**config.mk**
```make
export PLATFORM = sky130hd
export DESIGN_NAME = pe_row_sequencer_flat
export DESIGN_NICKNAME = d
export VERILOG_FILES = /design/src/rtl/pe_row_sequencer_pkg.sv /design/src/rtl/pe_row_sequencer_if.sv /design/src/rtl/pe_seq_wait_timer.sv /design/src/rtl/pe_row_sequencer.sv /design/src/flat_wrapper.sv
export SDC_FILE = /design/constraint.sdc
export NUM_CORES = 1
export LEC_CHECK = 0
export CAP_MARGIN = 20
export CORE_UTILIZATION = 40
export CTS_CLUSTER_DIAMETER = 80
export DETAILED_ROUTE_END_ITERATION = 10
export PLACE_DENSITY_LB_ADDON = 0.3
export SETUP_SLACK_MARGIN = 0.15
export SLEW_MARGIN = 20
export SYNTH_ARGS = -nofsm -noshare
export SYNTH_HDL_FRONTEND = slang
export SYNTH_SLANG_ARGS = --single-unit
```
**constraint.sdc**
```tcl
create_clock -name clk -period 2.4 [get_ports clk]
set_input_delay 0.24 -clock clk [delete_from_list [all_inputs] [get_ports clk]]
set_output_delay 0.24 -clock clk [all_outputs]
set_load 0.005 [all_outputs]
```
**src/rtl/pe_row_sequencer_pkg.sv**
```systemverilog
`default_nettype none
// ============================================================================
// Module  : pe_row_sequencer_pkg
// Brief   : Shared accelerator types and default constants for the PE row
//           sequencer (state encoding, settle/timeout defaults).
// Revision: 1.0 - initial release
// ============================================================================
package pe_row_sequencer_pkg;

    localparam int c_def_num_row = 7;
    localparam int c_def_settle  = 2;
    localparam int c_def_timeout = 4096;
    localparam int c_timer_w     = 16;

    typedef enum logic [3:0] {
        S_IDLE       = 4'd0,
        S_RST_WAIT   = 4'd1,
        S_FLUSH      = 4'd2,
        S_FLUSH_WAIT = 4'd3,
        S_LD_FLTR    = 4'd4,
        S_FLTR_WAIT  = 4'd5,
        S_LD_IFMAP   = 4'd6,
        S_IFMAP_WAIT = 4'd7,
        S_LD_PSUM    = 4'd8,
        S_PSUM_WAIT  = 4'd9,
        S_START      = 4'd10,
        S_ERROR      = 4'd11
    } seq_state_t;

endpackage : pe_row_sequencer_pkg
`default_nettype wire

```
**src/rtl/pe_row_sequencer_if.sv**
```systemverilog
`default_nettype none
// ============================================================================
// Module  : pe_row_sequencer_if
// Brief   : Command handshake, PE-array status and per-row command pulses.
// Revision: 1.0 - initial release
// ============================================================================
interface pe_row_sequencer_if
    import pe_row_sequencer_pkg::*;
#(
    parameter int NUM_ROW = c_def_num_row
);

    logic               cmd_valid;
    logic               cmd_ready;
    logic [NUM_ROW-1:0] cmd_row_mask;
    logic [7:0]         cmd_kernel_size;
    logic               cmd_load_psum;
    logic               abort;

    logic [NUM_ROW-1:0] ram_rst_busy;
    logic [NUM_ROW-1:0] tag_busy;
    logic [NUM_ROW-1:0] kernel_busy;
    logic [NUM_ROW-1:0] ram_load_busy;
    logic [NUM_ROW-1:0] full;

    logic [NUM_ROW-1:0] flush_tag;
    logic [NUM_ROW-1:0] flush_kernel;
    logic [NUM_ROW-1:0] load_fltr;
    logic [NUM_ROW-1:0] load_ifmap;
    logic [NUM_ROW-1:0] load_psum;
    logic [NUM_ROW-1:0] start;
    logic [7:0]         kernel_size;
    logic               done;
    logic               err;

    // Controller / array side that issues commands and reports status
    modport master (
        output cmd_valid, cmd_row_mask, cmd_kernel_size, cmd_load_psum, abort,
        output ram_rst_busy, tag_busy, kernel_busy, ram_load_busy, full,
        input  cmd_ready, flush_tag, flush_kernel, load_fltr, load_ifmap,
        input  load_psum, start, kernel_size, done, err
    );

    // Sequencer side
    modport slave (
        input  cmd_valid, cmd_row_mask, cmd_kernel_size, cmd_load_psum, abort,
        input  ram_rst_busy, tag_busy, kernel_busy, ram_load_busy, full,
        output cmd_ready, flush_tag, flush_kernel, load_fltr, load_ifmap,
        output load_psum, start, kernel_size, done, err
    );

endinterface : pe_row_sequencer_if
`default_nettype wire

```
**src/rtl/pe_seq_wait_timer.sv**
```systemverilog
`default_nettype none
// ============================================================================
// Module  : pe_seq_wait_timer
// Brief   : Per-state cycle counter giving settle-window and timeout flags.
// Revision: 1.0 - initial release
// ============================================================================
module pe_seq_wait_timer
    import pe_row_sequencer_pkg::*;
#(
    parameter int SETTLE  = c_def_settle,
    parameter int TIMEOUT = c_def_timeout
)(
    input  wire logic clk,
    input  wire logic rstn,
    input  wire logic restart,
    output logic      settle_done,
    output logic      expired
);

    localparam logic [c_timer_w-1:0] c_settle = c_timer_w'(SETTLE);
    localparam logic [c_timer_w-1:0] c_expire = c_timer_w'(TIMEOUT - 1);
    localparam logic [c_timer_w-1:0] c_max    = '1;

    logic [c_timer_w-1:0] r_count;

    // Count reads 0 on the first cycle of a state; it saturates rather than wraps
    always_ff @(posedge clk or negedge rstn) begin
        if (!rstn) begin
            r_count <= '0;
        end else if (restart) begin
            r_count <= '0;
        end else if (r_count != c_max) begin
            r_count <= r_count + 1'b1;
        end
    end

    // Expiry fires on the TIMEOUT-th cycle in the state, so the exit edge is
    // the one where the count would reach TIMEOUT
    assign settle_done = (r_count >= c_settle);
    assign expired     = (r_count >= c_expire);

endmodule : pe_seq_wait_timer
`default_nettype wire

```
**src/rtl/pe_row_sequencer.sv**
```systemverilog
`default_nettype none
// ============================================================================
// Module  : pe_row_sequencer
// Brief   : Steps masked PE rows through flush, filter/ifmap/psum load and
//           start, waiting on array busy status between phases.
// Revision: 1.0 - initial release
// ============================================================================
module pe_row_sequencer
    import pe_row_sequencer_pkg::*;
#(
    parameter int NUM_ROW = c_def_num_row,
    parameter int SETTLE  = c_def_settle,
    parameter int TIMEOUT = c_def_timeout
)(
    input  wire logic         clk,
    input  wire logic         rstn,
    pe_row_sequencer_if.slave bus
);

    seq_state_t         r_state;
    seq_state_t         w_state_nxt;
    logic [NUM_ROW-1:0] r_mask;
    logic               r_load_psum;
    logic [7:0]         r_kernel_size;

    logic               w_cmd_ready;
    logic               w_accept;
    logic               w_restart;
    logic               w_settle_done;
    logic               w_expired;
    logic               w_done;
    logic               w_err;
    logic [NUM_ROW-1:0] w_flush;
    logic [NUM_ROW-1:0] w_load_fltr;
    logic [NUM_ROW-1:0] w_load_ifmap;
    logic [NUM_ROW-1:0] w_load_psum;
    logic [NUM_ROW-1:0] w_start;

    logic [NUM_ROW-1:0] w_rst_busy;
    logic [NUM_ROW-1:0] w_flush_busy;
    logic [NUM_ROW-1:0] w_load_busy;
    logic [NUM_ROW-1:0] w_full;

    // Only rows of the latched command are allowed to stall the sequence
    assign w_rst_busy   = bus.ram_rst_busy & r_mask;
    assign w_flush_busy = (bus.tag_busy | bus.kernel_busy) & r_mask;
    assign w_load_busy  = bus.ram_load_busy & r_mask;
    assign w_full       = bus.full & r_mask;

    assign w_accept  = bus.cmd_valid && w_cmd_ready;
    assign w_restart = (w_state_nxt != r_state);

    pe_seq_wait_timer #(
        .SETTLE  (SETTLE),
        .TIMEOUT (TIMEOUT)
    ) u_wait_timer (
        .clk         (clk),
        .rstn        (rstn),
        .restart     (w_restart),
        .settle_done (w_settle_done),
        .expired     (w_expired)
    );

    always_ff @(posedge clk or negedge rstn) begin
        if (!rstn) begin
            r_state <= S_IDLE;
        end else begin
            r_state <= w_state_nxt;
        end
    end

    always_ff @(posedge clk or negedge rstn) begin
        if (!rstn) begin
            r_mask        <= '0;
            r_load_psum   <= 1'b0;
            r_kernel_size <= '0;
        end else if (w_accept) begin
            r_mask        <= bus.cmd_row_mask;
            r_load_psum   <= bus.cmd_load_psum;
            r_kernel_size <= bus.cmd_kernel_size;
        end
    end

    always_comb begin
        w_state_nxt  = r_state;
        w_cmd_ready  = 1'b0;
        w_done       = 1'b0;
        w_err        = 1'b0;
        w_flush      = '0;
        w_load_fltr  = '0;
        w_load_ifmap = '0;
        w_load_psum  = '0;
        w_start      = '0;

        case (r_state)
            S_IDLE: begin
                w_cmd_ready = 1'b1;
                // An empty mask has nothing to sequence: go straight to done
                if (bus.cmd_valid) begin
                    w_state_nxt = (bus.cmd_row_mask == '0) ? S_START : S_RST_WAIT;
                end
            end
            S_RST_WAIT: begin
                if (w_rst_busy == '0)  w_state_nxt = S_FLUSH;
                else if (w_expired)    w_state_nxt = S_ERROR;
            end
            S_FLUSH: begin
                w_flush     = r_mask;
                w_state_nxt = S_FLUSH_WAIT;
            end
            S_FLUSH_WAIT: begin
                if (w_settle_done && (w_flush_busy == '0)) w_state_nxt = S_LD_FLTR;
                else if (w_expired)                        w_state_nxt = S_ERROR;
            end
            S_LD_FLTR: begin
                w_load_fltr = r_mask;
                w_state_nxt = S_FLTR_WAIT;
            end
            S_FLTR_WAIT: begin
                if (w_settle_done && (w_load_busy == '0)) w_state_nxt = S_LD_IFMAP;
                else if (w_expired)                       w_state_nxt = S_ERROR;
            end
            S_LD_IFMAP: begin
                // Hold off the ifmap load while any targeted row is full
                if (w_full == '0) begin
                    w_load_ifmap = r_mask;
                    w_state_nxt  = S_IFMAP_WAIT;
                end else if (w_expired) begin
                    w_state_nxt  = S_ERROR;
                end
            end
            S_IFMAP_WAIT: begin
                if (w_settle_done && (w_load_busy == '0)) begin
                    w_state_nxt = r_load_psum ? S_LD_PSUM : S_START;
                end else if (w_expired) begin
                    w_state_nxt = S_ERROR;
                end
            end
            S_LD_PSUM: begin
                w_load_psum = r_mask;
                w_state_nxt = S_PSUM_WAIT;
            end
            S_PSUM_WAIT: begin
                if (w_settle_done && (w_load_busy == '0)) w_state_nxt = S_START;
                else if (w_expired)                       w_state_nxt = S_ERROR;
            end
            S_START: begin
                w_start     = r_mask;
                w_done      = 1'b1;
                w_state_nxt = S_IDLE;
            end
            S_ERROR: begin
                w_err = 1'b1;
            end
            default: begin
                w_state_nxt = S_IDLE;
            end
        endcase

        // Abort wins over everything, including a command arriving in IDLE
        if (bus.abort) begin
            w_state_nxt  = S_IDLE;
            w_cmd_ready  = 1'b0;
            w_done       = 1'b0;
            w_flush      = '0;
            w_load_fltr  = '0;
            w_load_ifmap = '0;
            w_load_psum  = '0;
            w_start      = '0;
        end
    end

    assign bus.cmd_ready    = w_cmd_ready;
    assign bus.flush_tag    = w_flush;
    assign bus.flush_kernel = w_flush;
    assign bus.load_fltr    = w_load_fltr;
    assign bus.load_ifmap   = w_load_ifmap;
    assign bus.load_psum    = w_load_psum;
    assign bus.start        = w_start;
    assign bus.kernel_size  = r_kernel_size;
    assign bus.done         = w_done;
    assign bus.err          = w_err;

endmodule : pe_row_sequencer
`default_nettype wire

```
**src/flat_wrapper.sv**
```systemverilog
// flat-port wrapper written by rule: the top's interface ports become plain ports
module pe_row_sequencer_flat import pe_row_sequencer_pkg::*;
#(
    parameter int NUM_ROW = c_def_num_row,
    parameter int SETTLE  = c_def_settle,
    parameter int TIMEOUT = c_def_timeout
)
  (clk, rstn, bus_cmd_valid, bus_cmd_row_mask, bus_cmd_kernel_size, bus_cmd_load_psum, bus_abort, bus_ram_rst_busy, bus_tag_busy, bus_kernel_busy, bus_ram_load_busy, bus_full, bus_cmd_ready, bus_flush_tag, bus_flush_kernel, bus_load_fltr, bus_load_ifmap, bus_load_psum, bus_start, bus_kernel_size, bus_done, bus_err);
  pe_row_sequencer_if #(.NUM_ROW(NUM_ROW)) bus_i ();
  input  wire logic clk;
  input  wire logic rstn;
  input wire logic [$bits(bus_i.cmd_valid)-1:0] bus_cmd_valid;
  input wire logic [$bits(bus_i.cmd_row_mask)-1:0] bus_cmd_row_mask;
  input wire logic [$bits(bus_i.cmd_kernel_size)-1:0] bus_cmd_kernel_size;
  input wire logic [$bits(bus_i.cmd_load_psum)-1:0] bus_cmd_load_psum;
  input wire logic [$bits(bus_i.abort)-1:0] bus_abort;
  input wire logic [$bits(bus_i.ram_rst_busy)-1:0] bus_ram_rst_busy;
  input wire logic [$bits(bus_i.tag_busy)-1:0] bus_tag_busy;
  input wire logic [$bits(bus_i.kernel_busy)-1:0] bus_kernel_busy;
  input wire logic [$bits(bus_i.ram_load_busy)-1:0] bus_ram_load_busy;
  input wire logic [$bits(bus_i.full)-1:0] bus_full;
  output wire logic [$bits(bus_i.cmd_ready)-1:0] bus_cmd_ready;
  output wire logic [$bits(bus_i.flush_tag)-1:0] bus_flush_tag;
  output wire logic [$bits(bus_i.flush_kernel)-1:0] bus_flush_kernel;
  output wire logic [$bits(bus_i.load_fltr)-1:0] bus_load_fltr;
  output wire logic [$bits(bus_i.load_ifmap)-1:0] bus_load_ifmap;
  output wire logic [$bits(bus_i.load_psum)-1:0] bus_load_psum;
  output wire logic [$bits(bus_i.start)-1:0] bus_start;
  output wire logic [$bits(bus_i.kernel_size)-1:0] bus_kernel_size;
  output wire logic [$bits(bus_i.done)-1:0] bus_done;
  output wire logic [$bits(bus_i.err)-1:0] bus_err;
  assign bus_i.cmd_valid = bus_cmd_valid;
  assign bus_i.cmd_row_mask = bus_cmd_row_mask;
  assign bus_i.cmd_kernel_size = bus_cmd_kernel_size;
  assign bus_i.cmd_load_psum = bus_cmd_load_psum;
  assign bus_i.abort = bus_abort;
  assign bus_i.ram_rst_busy = bus_ram_rst_busy;
  assign bus_i.tag_busy = bus_tag_busy;
  assign bus_i.kernel_busy = bus_kernel_busy;
  assign bus_i.ram_load_busy = bus_ram_load_busy;
  assign bus_i.full = bus_full;
  assign bus_cmd_ready = bus_i.cmd_ready;
  assign bus_flush_tag = bus_i.flush_tag;
  assign bus_flush_kernel = bus_i.flush_kernel;
  assign bus_load_fltr = bus_i.load_fltr;
  assign bus_load_ifmap = bus_i.load_ifmap;
  assign bus_load_psum = bus_i.load_psum;
  assign bus_start = bus_i.start;
  assign bus_kernel_size = bus_i.kernel_size;
  assign bus_done = bus_i.done;
  assign bus_err = bus_i.err;
  pe_row_sequencer #(.NUM_ROW(NUM_ROW), .SETTLE(SETTLE), .TIMEOUT(TIMEOUT)) u_core (.clk(clk), .rstn(rstn), .bus(bus_i));
endmodule
```
==> results of run 1 <==
-- worst max-delay path by stage --
stage / slack, ns / end / start / depth (start not counted)
2_1_floorplan: 0.02 / u_core.u_wait_timer.r_count[1] / u_core.r_mask[0] / 9
3_3_place_gp: -0.35 / u_core.u_wait_timer.r_count[12] / bus_ram_load_busy[0] / 8
3_5_place_dp: -0.38 / u_core.u_wait_timer.r_count[3] / bus_full[0] / 8
4_1_cts: -0.13 / u_core.u_wait_timer.r_count[12] / u_core.r_mask[0] / 7
5_1_grt: -0.27 / u_core.u_wait_timer.r_count[12] / u_core.u_wait_timer.r_count[0] / 10
6_report: -0.16 / u_core.u_wait_timer.r_count[12] / u_core.r_mask[0] / 7
-- timing repair --
action / in CTS / in global routing
resized for setup: 56 / 32
cloned: 1 / 0
buffers inserted: 15 / 14
pin swaps: 17 / 18
setup endpoints to repair: 61 / 47
-- routing by layer --
| metal | vias to the layer above | share of wire | global-route usage |
|---|---|---|---|
| li1 | 1521 | - | - |
| met3 | 26 | 0.058 | 0.0531 |
| met5 | - | 0 | 0 |
| met4 | 0 | 0.026 | 0.117 |
| met1 | 1559 | 0.40 | 0.361 |
| met2 | 120 | 0.52 | 0.511 |
-- stage by stage --
step | cell area [um2] | setup WS [ns]
2_1_floorplan | 2730 | 0.0228
3_3_place_gp | 4310 | -0.352
3_5_place_dp | 4310 | -0.382
4_1_cts | 4670 | -0.126
5_1_grt | 4800 | -0.272
6_report | 4800 | -0.163
-- placed cells by master (no fill, tap or decap), types with 3 or more instances in the layout --
cell,instances
o21ai_0,16
buf_4,95
mux2_2,16
a222oi_1,3
xor2_1,9
buf_2,4
nand4_1,7
xnor2_1,5
a21oi_1,7
dlygate4sd2_1,11
nor2_2,4
clkbuf_8,5
nor2_1,33
clkdlybuf4s50_1,76
and4_1,5
and2_1,10
nand2_1,27
nand3_1,18
buf_6,8
nor4_1,3
a22oi_1,7
nor3_2,13
nor3_1,6
clkbuf_2,6
dlymetal6s2s_1,11
dfrtp_1,33
inv_1,3
dfrtp_2,3
and3_1,3
-- flip-flops by register name, summed over array words and instances, names as in the netlist --
register                     cells
u_core.r_mask                    7
u_core.bus.kernel_size           8
u_core.r_state                   4
u_core.u_wait_timer.r_count     16
u_core.r_load_psum               1
-- worst max-delay path: cells and delay by family (launching register included) --
kind            cells  cell delay (ns)
flops               1             0.45
simple gates        2             0.88
compound gates      4             0.94
mux                 1             0.19
-- power groups by stage --
| stage | combinational, mW | sequential [mW] | clock (mW) |
|---|---|---|---|
| 6_report | 0.996 | 0.799 | 0.546 |
| 2_1_floorplan | 0.440 | 0.786 | 0 |
| 3_5_place_dp | 0.870 | 0.804 | 0 |
| 4_1_cts | 0.962 | 0.791 | 0.557 |
| 5_1_grt | 1.07 | 0.810 | 0.575 |
| 3_3_place_gp | 0.851 | 0.799 | 0 |
-- cell usage after synthesis (all sizes together), types with 3 or more instances --
cell and n:
xor2 9, mux2 16, and3 3, nand2 30, a22oi 7, and2 11, a31oi 3, nor3 21
a222oi 3, inv 4, o21ai 16, nand3 18, nand4 7, buf 17, a21oi 8, xnor2 5
nor4 6, clkbuf 5, and4 5, dfrtp 36, nor2 38
-- cell families after synthesis --
kind of cell,Yosys count,share of synthesized area
buffers and inverters,27,0.0687
adders and majority gates,2,0.00916
muxes,18,0.0733
DFF,36,0.330
AOI/OAI and AO/OA,57,0.157
and+or+nand+nor,153,0.317
xor gates and xnor gates,14,0.0449
-- cell type report --
type | count | area, um2
tap | 77 | 96.3
sequential | 36 | 905
clock inverter | 3 | 42.5
clock buffer | 5 | 68.8
timing repair buffer | 213 | 1890
inverter | 5 | 18.8
multi-input combinational | 245 | 1780
fill | 470 | 1660
==> impl_metrics.json, run 1 <==
{
  "wl_um": 10500,
  "synth_area_um2": 2730,
  "leakage_nw": 2.28,
  "critPathMaxFanout": 8,
  "drt_first_pass_iters": 10,
  "drt_iter0_markers": 252,
  "dp_hpwl_um": 7450,
  "yosys_warnings": 0,
  "cts.hold.buffers_added": 0,
  "vias": 3226,
  "r2r-end": "u_core.u_wait_timer.r_count[12]",
  "cp-start-kind": "register",
  "area_growth_pct": 75.9,
  "critPathKind": "register to register",
  "clockPowerShare": 0.233,
  "internal_power_mw": 1.55,
  "drc": 4,
  "worst_clock_skew_ns": 0.0121,
  "grt_pass1_wl_um": 16500,
  "p_switching_uw": 795,
  "synthTopCellsByArea": "dfrtp_1, mux2_2, nor2_1",
  "ys_async_sr_fraction": 1.00,
  "r2r-start": "u_core.r_mask[0]",
  "routed_via_density": 5.52,
  "cap_violations": 0,
  "clock_sinks": 36,
  "die_w_um": 84.6,
  "grt_pass1_vias": 3264,
  "grt_max_degree": 37,
  "r2r_cells": 7,
  "period_needed_ns": 2.56,
  "hold_slack_ns": 0.0271,
  "tns_ns": -1.86,
  "finalCritPeriodShare": 1.07,
  "p_sw_frac": 0.340,
  "totalPowerFinal_mw": 2.34,
  "coreArea_um2": 6460,
  "ios": 108,
  "nNetsFinal": 563,
  "final_cells": 584,
  "wl_per_cell_um": 17.9,
  "cts_tree": "done",
  "relSlewSlack": 0.467,
  "clock_latency_ns": 0.30,
  "powerDensity_nw_per_um2": 488,
  "dpl.cell_count": 546,
  "syn_inst": 307,
  "die_y_um": 84.6,
  "fmax_ghz": 0.390,
  "hold_viol_final": 0,
  "row_count": 29,
  "worst_hold_path_type": "input pin to asynchronous set/reset pin",
  "critical_path.max_stage_delay_ns": 0.65,
  "p_seq_frac": 0.341,
  "pwr-share-comb": 0.425,
  "yosysUniqueCellTypes": 62,
  "setup_slack_ns": -0.163,
  "outcome": "finished with violations",
  "synth_edf_count": 0,
  "synth_fp_nets": 364,
  "critPathCaptureType": "register",
  "grt_setup_unrepaired": "yes",
  "portBuffers": 107,
  "antenna_cells": 0,
  "ys.flop_type": "dfrtp_1",
  "regToRegSetupSlack_ns": -0.16,
  "worst_pin_slew_ns": 0.799,
  "gp_congestion": 0.985,
  "netlist.area_leader.share": 0.330,
  "clk_pin_slew_ns": 0.09,
  "cts-root-buf": "clkbuf_8",
  "grt_usage": 0.294,
  "yosysSeqAreaShare": 0.330,
  "ys_ff_latch": 36,
  "clockBufferDepth": 2,
  "die_area_um2": 7160,
  "peakVddDrop_uv": 518,
  "required_ns": 2.59,
  "avgSynthCellArea_um2": 8.89,
  "postRouteAntennaNets": 0,
  "cts_buffers": 5,
  "antenna_found_initial": 0,
  "drive_above_1_share": 0.375,
  "crit_arrival_ns": 2.75,
  "overflow": 0,
  "critical-path-slowest-cell": "or4_4",
  "ctsHtreeMaxLevel": 2,
  "path_cells": "a222oi_1 -> nand3_1 -> o221ai_2 -> o211ai_2 -> mux2i_1 -> or4_4 -> a2111oi_4",
  "fin_util": 0.744,
  "maxSlewViolCount": 0,
  "setup_viol": 16,
  "violations": "design-rule violations, negative setup slack",
  "yosysTopAreaCell": "dfrtp_1",
  "start_util": 0.423
}
Power figures use the tool's default switching activity.
==> run 2: changes to the inputs <==
--- a/config.mk
+++ b/config.mk
@@ -5,12 +5,13 @@
 export SDC_FILE = /design/constraint.sdc
 export NUM_CORES = 1
 export LEC_CHECK = 0
+export ABC_AREA = 1
 export CAP_MARGIN = 20
-export CORE_UTILIZATION = 40
+export CORE_UTILIZATION = 39
 export CTS_CLUSTER_DIAMETER = 80
 export DETAILED_ROUTE_END_ITERATION = 10
+export HOLD_SLACK_MARGIN = 0.1
 export PLACE_DENSITY_LB_ADDON = 0.3
-export SETUP_SLACK_MARGIN = 0.15
 export SLEW_MARGIN = 20
 export SYNTH_ARGS = -nofsm -noshare
 export SYNTH_HDL_FRONTEND = slang
==> impl_metrics.json, run 2 <==
{
  "drc": 0,
  "outcome": "completed",
  "layout_common_cells": "nand2_1, clkdlybuf4s50_1, nor2_1",
  "netlist.area_leader.share": 0.349,
  "grt_pass1_vias": 2727,
  "final_cells": 575,
  "antenna_cells": 0,
  "synthMuxAreaShare": 0.0655,
  "maxSlewViolCount": 0,
  "yosys.area_share.xor_xnor": 0.0272,
  "ys.flop_type": "dfrtp_1",
  "cts_buffers": 5,
  "synth_top_family_by_area": "simple AND/OR/NAND/NOR gates",
  "critPathCaptureType": "output pin",
  "r2r-start": "u_core.u_wait_timer.r_count[0]",
  "synth_area_um2": 2580,
  "grt_usage": 0.219,
  "peakVddDrop_uv": 619,
  "critPathTopFamily": "buffers and inverters",
  "yosysUniqueCellTypes": 26,
  "drt_first_pass_iters": 4,
  "synth_most_common_cell": "nand2_1",
  "overflow": 0,
  "grt_pass1_wl_um": 12300,
  "wl_um": 7620,
  "ys_async_sr_fraction": 1.00,
  "finalCritPeriodShare": 0.952,
  "worst_clock_skew_ns": 0.00790,
  "r2r_cells": 18,
  "syn_inst": 388,
  "period_needed_ns": 2.28,
  "drive_above_1_share": 0.131,
  "drt_iter0_markers": 82,
  "dpl.cell_count": 567,
  "gp_congestion": 0.922,
  "critical-path-slowest-cell": "clkdlybuf4s50_1",
  "path_depth": 6,
  "fin_util": 0.610,
  "antenna_found_initial": 0,
  "largest_register": "u_core.u_wait_timer.r_count",
  "synth_edf_count": 0,
  "cts-root-buf": "clkbuf_8",
  "yosysTopAreaCell": "dfrtp_1",
  "coreArea_um2": 6350,
  "p_sw_frac": 0.374,
  "yosysSeqAreaShare": 0.349,
  "postRouteAntennaNets": 0,
  "r2r-end": "u_core.u_wait_timer.r_count[4]",
  "grt_max_degree": 37,
  "pwr-share-comb": 0.434,
  "synth_fp_nets": 445,
  "clock_sinks": 36,
  "clk_pin_slew_ns": 0.07,
  "filler_cell_count": 586,
  "largest_register_ffs": 16,
  "crit_arrival_ns": 2.04,
  "regToRegSetupSlack_ns": 0.22,
  "avgSynthCellArea_um2": 6.65,
  "yosys_warnings": 0,
  "multiInputGateArea_um2": 1480,
  "die_w_um": 83.3,
  "p_seq_frac": 0.363,
  "cap_violations": 0,
  "die_area_um2": 6940,
  "setup_viol": 0,
  "critical_path.max_stage_delay_ns": 0.54,
  "critPathKind": "register to output pin",
  "nNetsFinal": 554,
  "cts.hold.buffers_added": 0,
  "dp_slack_ns": 0.152,
  "clock_latency_ns": 0.28,
  "cts.repair.resized": 0,
  "synthSimpleGateAreaFrac": 0.415,
  "worst_pin_slew_ns": 0.457,
  "start_util": 0.406,
  "synthTopCellsByArea": "dfrtp_1, nand2_1, nor2_1",
  "leakage_nw": 1.82,
  "synthAdderAreaFrac": 0.00970,
  "dp_hpwl_um": 6150,
  "powerDensity_nw_per_um2": 653,
  "seqCellArea_um2": 902,
  "wl_per_cell_um": 13.3,
  "worst_hold_path_type": "input pin to asynchronous set/reset pin",
  "critPathMaxFanout": 8,
  "clockBufferDepth": 2,
  "synth_common_cells": "nand2_1, nor2_1, inv_1",
  "cp-start-kind": "register",
  "portBuffers": 107,
  "totalPowerFinal_mw": 2.53,
  "cp_num_buf_inv": 3,
  "row_count": 29,
  "die_y_um": 83.3,
  "ctsHtreeMaxLevel": 2,
  "synth-compound-area-share": 0.0398,
  "path_cells": "nor2_4 -> inv_2 -> nor2_2 -> inv_2 -> nor2_2 -> clkdlybuf4s50_1",
  "ios": 108,
  "area_growth_pct": 50.1,
  "required_ns": 2.16,
  "routed_via_density": 4.88,
  "internal_power_mw": 1.58,
  "cts_setup_buffers": 0,
  "relSlewSlack": 0.695,
  "setup_slack_ns": 0.115,
  "final_common_cell": "nand2_1",
  "cts_tree": "done",
  "vias": 2806,
  "p_switching_uw": 945,
  "ys_ff_latch": 36,
  "clockPowerShare": 0.204,
  "hold_viol_final": 0,
  "fmax_ghz": 0.438
}
[run 2: cell count changes after synthesis, moves of 6 or more]
cell,delta
nand2_1,+85
nor2_1,+46
inv_1,+35
nor2_2,+14
and2_1,-10
nor3_2,-10
a22oi_1,-7
o21ai_0,-6
[run 2: worst register-to-register path: cells and delay by family, from the launching register on]
kind                       cells  cell delay [ns]
adders and majority gates      1             0.20
buffers and inverters          2             0.25
DFF                            1             0.38
and+or+nand+nor               15             1.29
[run 2: worst max-delay path by stage]
stage | start | to | slack (ns)
2_1_floorplan | u_core.u_wait_timer.r_count[0] | u_core.u_wait_timer.r_count[11] | 0.49
3_3_place_gp | bus_full[0] | u_core.u_wait_timer.r_count[3] | 0.18
3_5_place_dp | bus_full[4] | u_core.u_wait_timer.r_count[6] | 0.15
4_1_cts | u_core.r_state[1] | bus_flush_tag[6] | 0.003
5_1_grt | u_core.r_mask[6] | bus_load_ifmap[5] | -0.001
6_report | u_core.r_state[0] | bus_flush_tag[6] | 0.12
[run 2: through the flow]
step | hold slack [ns] | area [um2] | TNS (ns)
2_1_floorplan | -0.0556 | 2580 | 0
3_3_place_gp | 0.490 | 3720 | 0
3_5_place_dp | 0.491 | 3720 | 0
4_1_cts | 0.384 | 3830 | 0
5_1_grt | 0.413 | 3870 | -0.00126
6_report | 0.377 | 3870 | 0
[run 2: layer usage]
metal	GRT usage	vias to the layer above	wire [um]	share of wire
met5	0	-	0	0
met4	0.0737	0	140	0.018
met3	0.0318	13	418	0.055
met2	0.438	101	4040	0.53
met1	0.229	1277	3030	0.40
li1	-	1415	-	-
[run 2: kinds of logic after synthesis]
logic type      after synthesis
mux                          15
simple gates                253
compound gates               20
buf+inv                      54
xor+xnor                      8
flops                        36
fa+ha+maj                     2
[run 2: power by group through the flow]
stage / logic [mW] / registers [mW] / clock network (mW)
detailed placement: 1.05 / 0.924 / 0
CTS: 1.07 / 0.913 / 0.530
global placement: 1.04 / 0.920 / 0
finish: 1.10 / 0.917 / 0.515
floorplan: 0.639 / 0.874 / 0
global route: 1.22 / 0.933 / 0.549
[run 2: layout make-up]
| cell class | count | area share |
|---|---|---|
| multi-input combinational | 298 | 0.381 |
| timing repair buffer | 113 | 0.292 |
| sequential | 36 | 0.233 |
| inverter | 43 | 0.0417 |
| tap | 77 | 0.0249 |
| clock buffer | 6 | 0.0187 |
| clock inverter | 2 | 0.00905 |
==> run 3: changes to the inputs <==
--- a/config.mk
+++ b/config.mk
@@ -10,6 +10,7 @@
 export CORE_UTILIZATION = 39
 export CTS_CLUSTER_DIAMETER = 80
 export DETAILED_ROUTE_END_ITERATION = 10
+export GPL_TIMING_DRIVEN = 1
 export HOLD_SLACK_MARGIN = 0.1
 export PLACE_DENSITY_LB_ADDON = 0.3
 export SLEW_MARGIN = 20
==> constraint.sdc (replaced) <==
create_clock -name clk -period 2.4 [get_ports clk]
set_input_delay 0.24 -clock clk [delete_from_list [all_inputs] [get_ports clk]]
set_output_delay 0.24 -clock clk [all_outputs]
set_load 0.05 [all_outputs]
==> impl_metrics.json, run 3 (synthesized netlist as in run 2, its figures left out) <==
{
  "outcome": "completed",
  "hold_viol_final": 0,
  "cts_buffers": 5,
  "finalCritPeriodShare": 0.914,
  "regToRegSetupSlack_ns": 0.21,
  "dpl.cell_count": 566,
  "gp_congestion": 1.11,
  "cp-start-kind": "register",
  "r2r-end": "u_core.u_wait_timer.r_count[15]",
  "coreArea_um2": 6350,
  "grt_pass1_wl_um": 12600,
  "portBuffers": 107,
  "critPathTopFamily": "simple AND/OR/NAND/NOR gates",
  "ios": 108,
  "clock_sinks": 36,
  "fmax_ghz": 0.456,
  "grt_setup_unrepaired": "no",
  "nNetsFinal": 554,
  "wl_per_cell_um": 13.5,
  "wl_um": 7780,
  "cts_tree": "done",
  "relSlewSlack": 0.660,
  "p_switching_mw": 1.21,
  "routed_via_density": 4.94,
  "clockBufferDepth": 2,
  "r2r_cells": 16,
  "die_y_um": 83.3,
  "seqCellArea_um2": 901,
  "clk_pin_slew_ns": 0.08,
  "maxSlewViolCount": 0,
  "path_cells": "inv_1 -> nand2_1 -> nor2_1 -> nor2_2 -> nand2_2 -> a21oi_1 -> nand2_1 -> nand2_1 -> nand2_1 -> nand2_1 -> nand2_1 -> nand2_1 -> nand2_1 -> inv_1 -> nand2_4 -> nor2_2",
  "cts-root-buf": "clkbuf_8",
  "cp_num_buf_inv": 2,
  "start_util": 0.406,
  "p_sw_frac": 0.440,
  "postRouteAntennaNets": 0,
  "grt_pass1_vias": 2759,
  "area_growth_pct": 47.5,
  "critical_path.max_stage_delay_ns": 0.44,
  "pwr-share-comb": 0.473,
  "largest_register_ffs": 16,
  "row_count": 29,
  "clock_latency_ns": 0.29,
  "worst_pin_slew_ns": 0.507,
  "antenna_cells": 0,
  "die_w_um": 83.3,
  "grt_usage": 0.222,
  "cts.hold.buffers_added": 0,
  "ctsHtreeMaxLevel": 2,
  "cap_violations": 0,
  "die_area_um2": 6940,
  "final_common_cell": "nand2_1",
  "critical_path.startpoint": "u_core.r_state[2]",
  "final_cells": 575,
  "tns_ns": 0,
  "overflow": 0,
  "filler_cell_count": 599,
  "largest_register": "u_core.u_wait_timer.r_count",
  "grt_max_degree": 37,
  "critical-path-slowest-cell": "dfrtp_1",
  "layout_common_cells": "nand2_1, nor2_1, clkdlybuf4s50_1",
  "critPathCaptureType": "register",
  "drive_above_1_share": 0.203,
  "leakage_nw": 1.93,
  "crit_top_cell": "nand2_1",
  "antenna_found_initial": 0,
  "required_ns": 2.62,
  "powerDensity_nw_per_um2": 722,
  "worst_clock_skew_ns": 0.00743,
  "clockPowerShare": 0.194,
  "worst_hold_path_type": "input pin to asynchronous set/reset pin",
  "critPathMaxFanout": 8,
  "internal_power_mw": 1.54,
  "multiInputGateArea_um2": 1460,
  "drt_iter0_markers": 168,
  "period_needed_ns": 2.19,
  "crit_arrival_ns": 2.42,
  "vias": 2840,
  "drc": 0,
  "p_seq_frac": 0.333,
  "critPathKind": "register to register",
  "setup_viol": 0,
  "dp_hpwl_um": 6080,
  "r2r-start": "u_core.r_state[2]",
  "peakVddDrop_uv": 633,
  "path_depth": 16,
  "drt_first_pass_iters": 5
}
run 3: changes by cell type in the layout (fill, tap and decap cells not counted), sizes merged:
| cell | change |
|---|---|
| clkbuf | -1 |
| clkinvlp | +1 |
| buf | +44 |
| clkdlybuf4s50 | -45 |
| nand2 | +1 |
run 3: worst max path at each step:
stage                                            to
floorplan           u_core.u_wait_timer.r_count[11]
global placement     u_core.u_wait_timer.r_count[3]
detailed placement   u_core.u_wait_timer.r_count[6]
CTS                  u_core.u_wait_timer.r_count[6]
global route         u_core.u_wait_timer.r_count[6]
finish              u_core.u_wait_timer.r_count[15]
run 3: metal layers:
| layer | part of all wire | up-vias | wire length [um] | GRT usage |
|---|---|---|---|---|
| met4 | 0.026 | 0 | 201 | 0.0815 |
| met3 | 0.070 | 20 | 546 | 0.0358 |
| met2 | 0.51 | 125 | 3950 | 0.410 |
| met5 | 0 | - | 0 | 0 |
| met1 | 0.40 | 1281 | 3070 | 0.258 |
| li1 | - | 1414 | - | - |
run 3: cell type report:
class / instances / share of cell area
multi-input combinational: 299 / 0.385
inverter: 43 / 0.0424
timing repair buffer: 112 / 0.282
sequential: 36 / 0.237
clock buffer: 5 / 0.0181
tap: 77 / 0.0253
clock inverter: 3 / 0.0112
run 3: stage by stage:
step / power (mW) / cell area [um2] / hold WS [ns] / setup slack [ns] / util
5_1_grt: 2.92 / 3800 / 0.410 / 0.000348 / 0.599
3_3_place_gp: 2.16 / 3670 / 0.488 / 0.124 / 0.577
3_5_place_dp: 2.19 / 3670 / 0.493 / 0.0484 / 0.577
2_1_floorplan: 1.78 / 2580 / -0.0556 / 0.0650 / -
6_report: 2.75 / 3800 / 0.370 / 0.206 / 0.599
4_1_cts: 2.73 / 3780 / 0.390 / 0.0752 / 0.595
run 3: what timing repair did:
action                     CTS  global route
hold endpoints to repair     0             0
buffers inserted             0             0
setup endpoints to repair    0            16
gates resized for setup      0             5
run 3: power by group through the flow:
stage / logic (mW) / clock network [mW] / registers, mW
6_report: 1.30 / 0.534 / 0.915
5_1_grt: 1.41 / 0.565 / 0.939
4_1_cts: 1.26 / 0.543 / 0.919
3_5_place_dp: 1.26 / 0 / 0.930
3_3_place_gp: 1.24 / 0 / 0.919
2_1_floorplan: 0.709 / 0 / 1.07
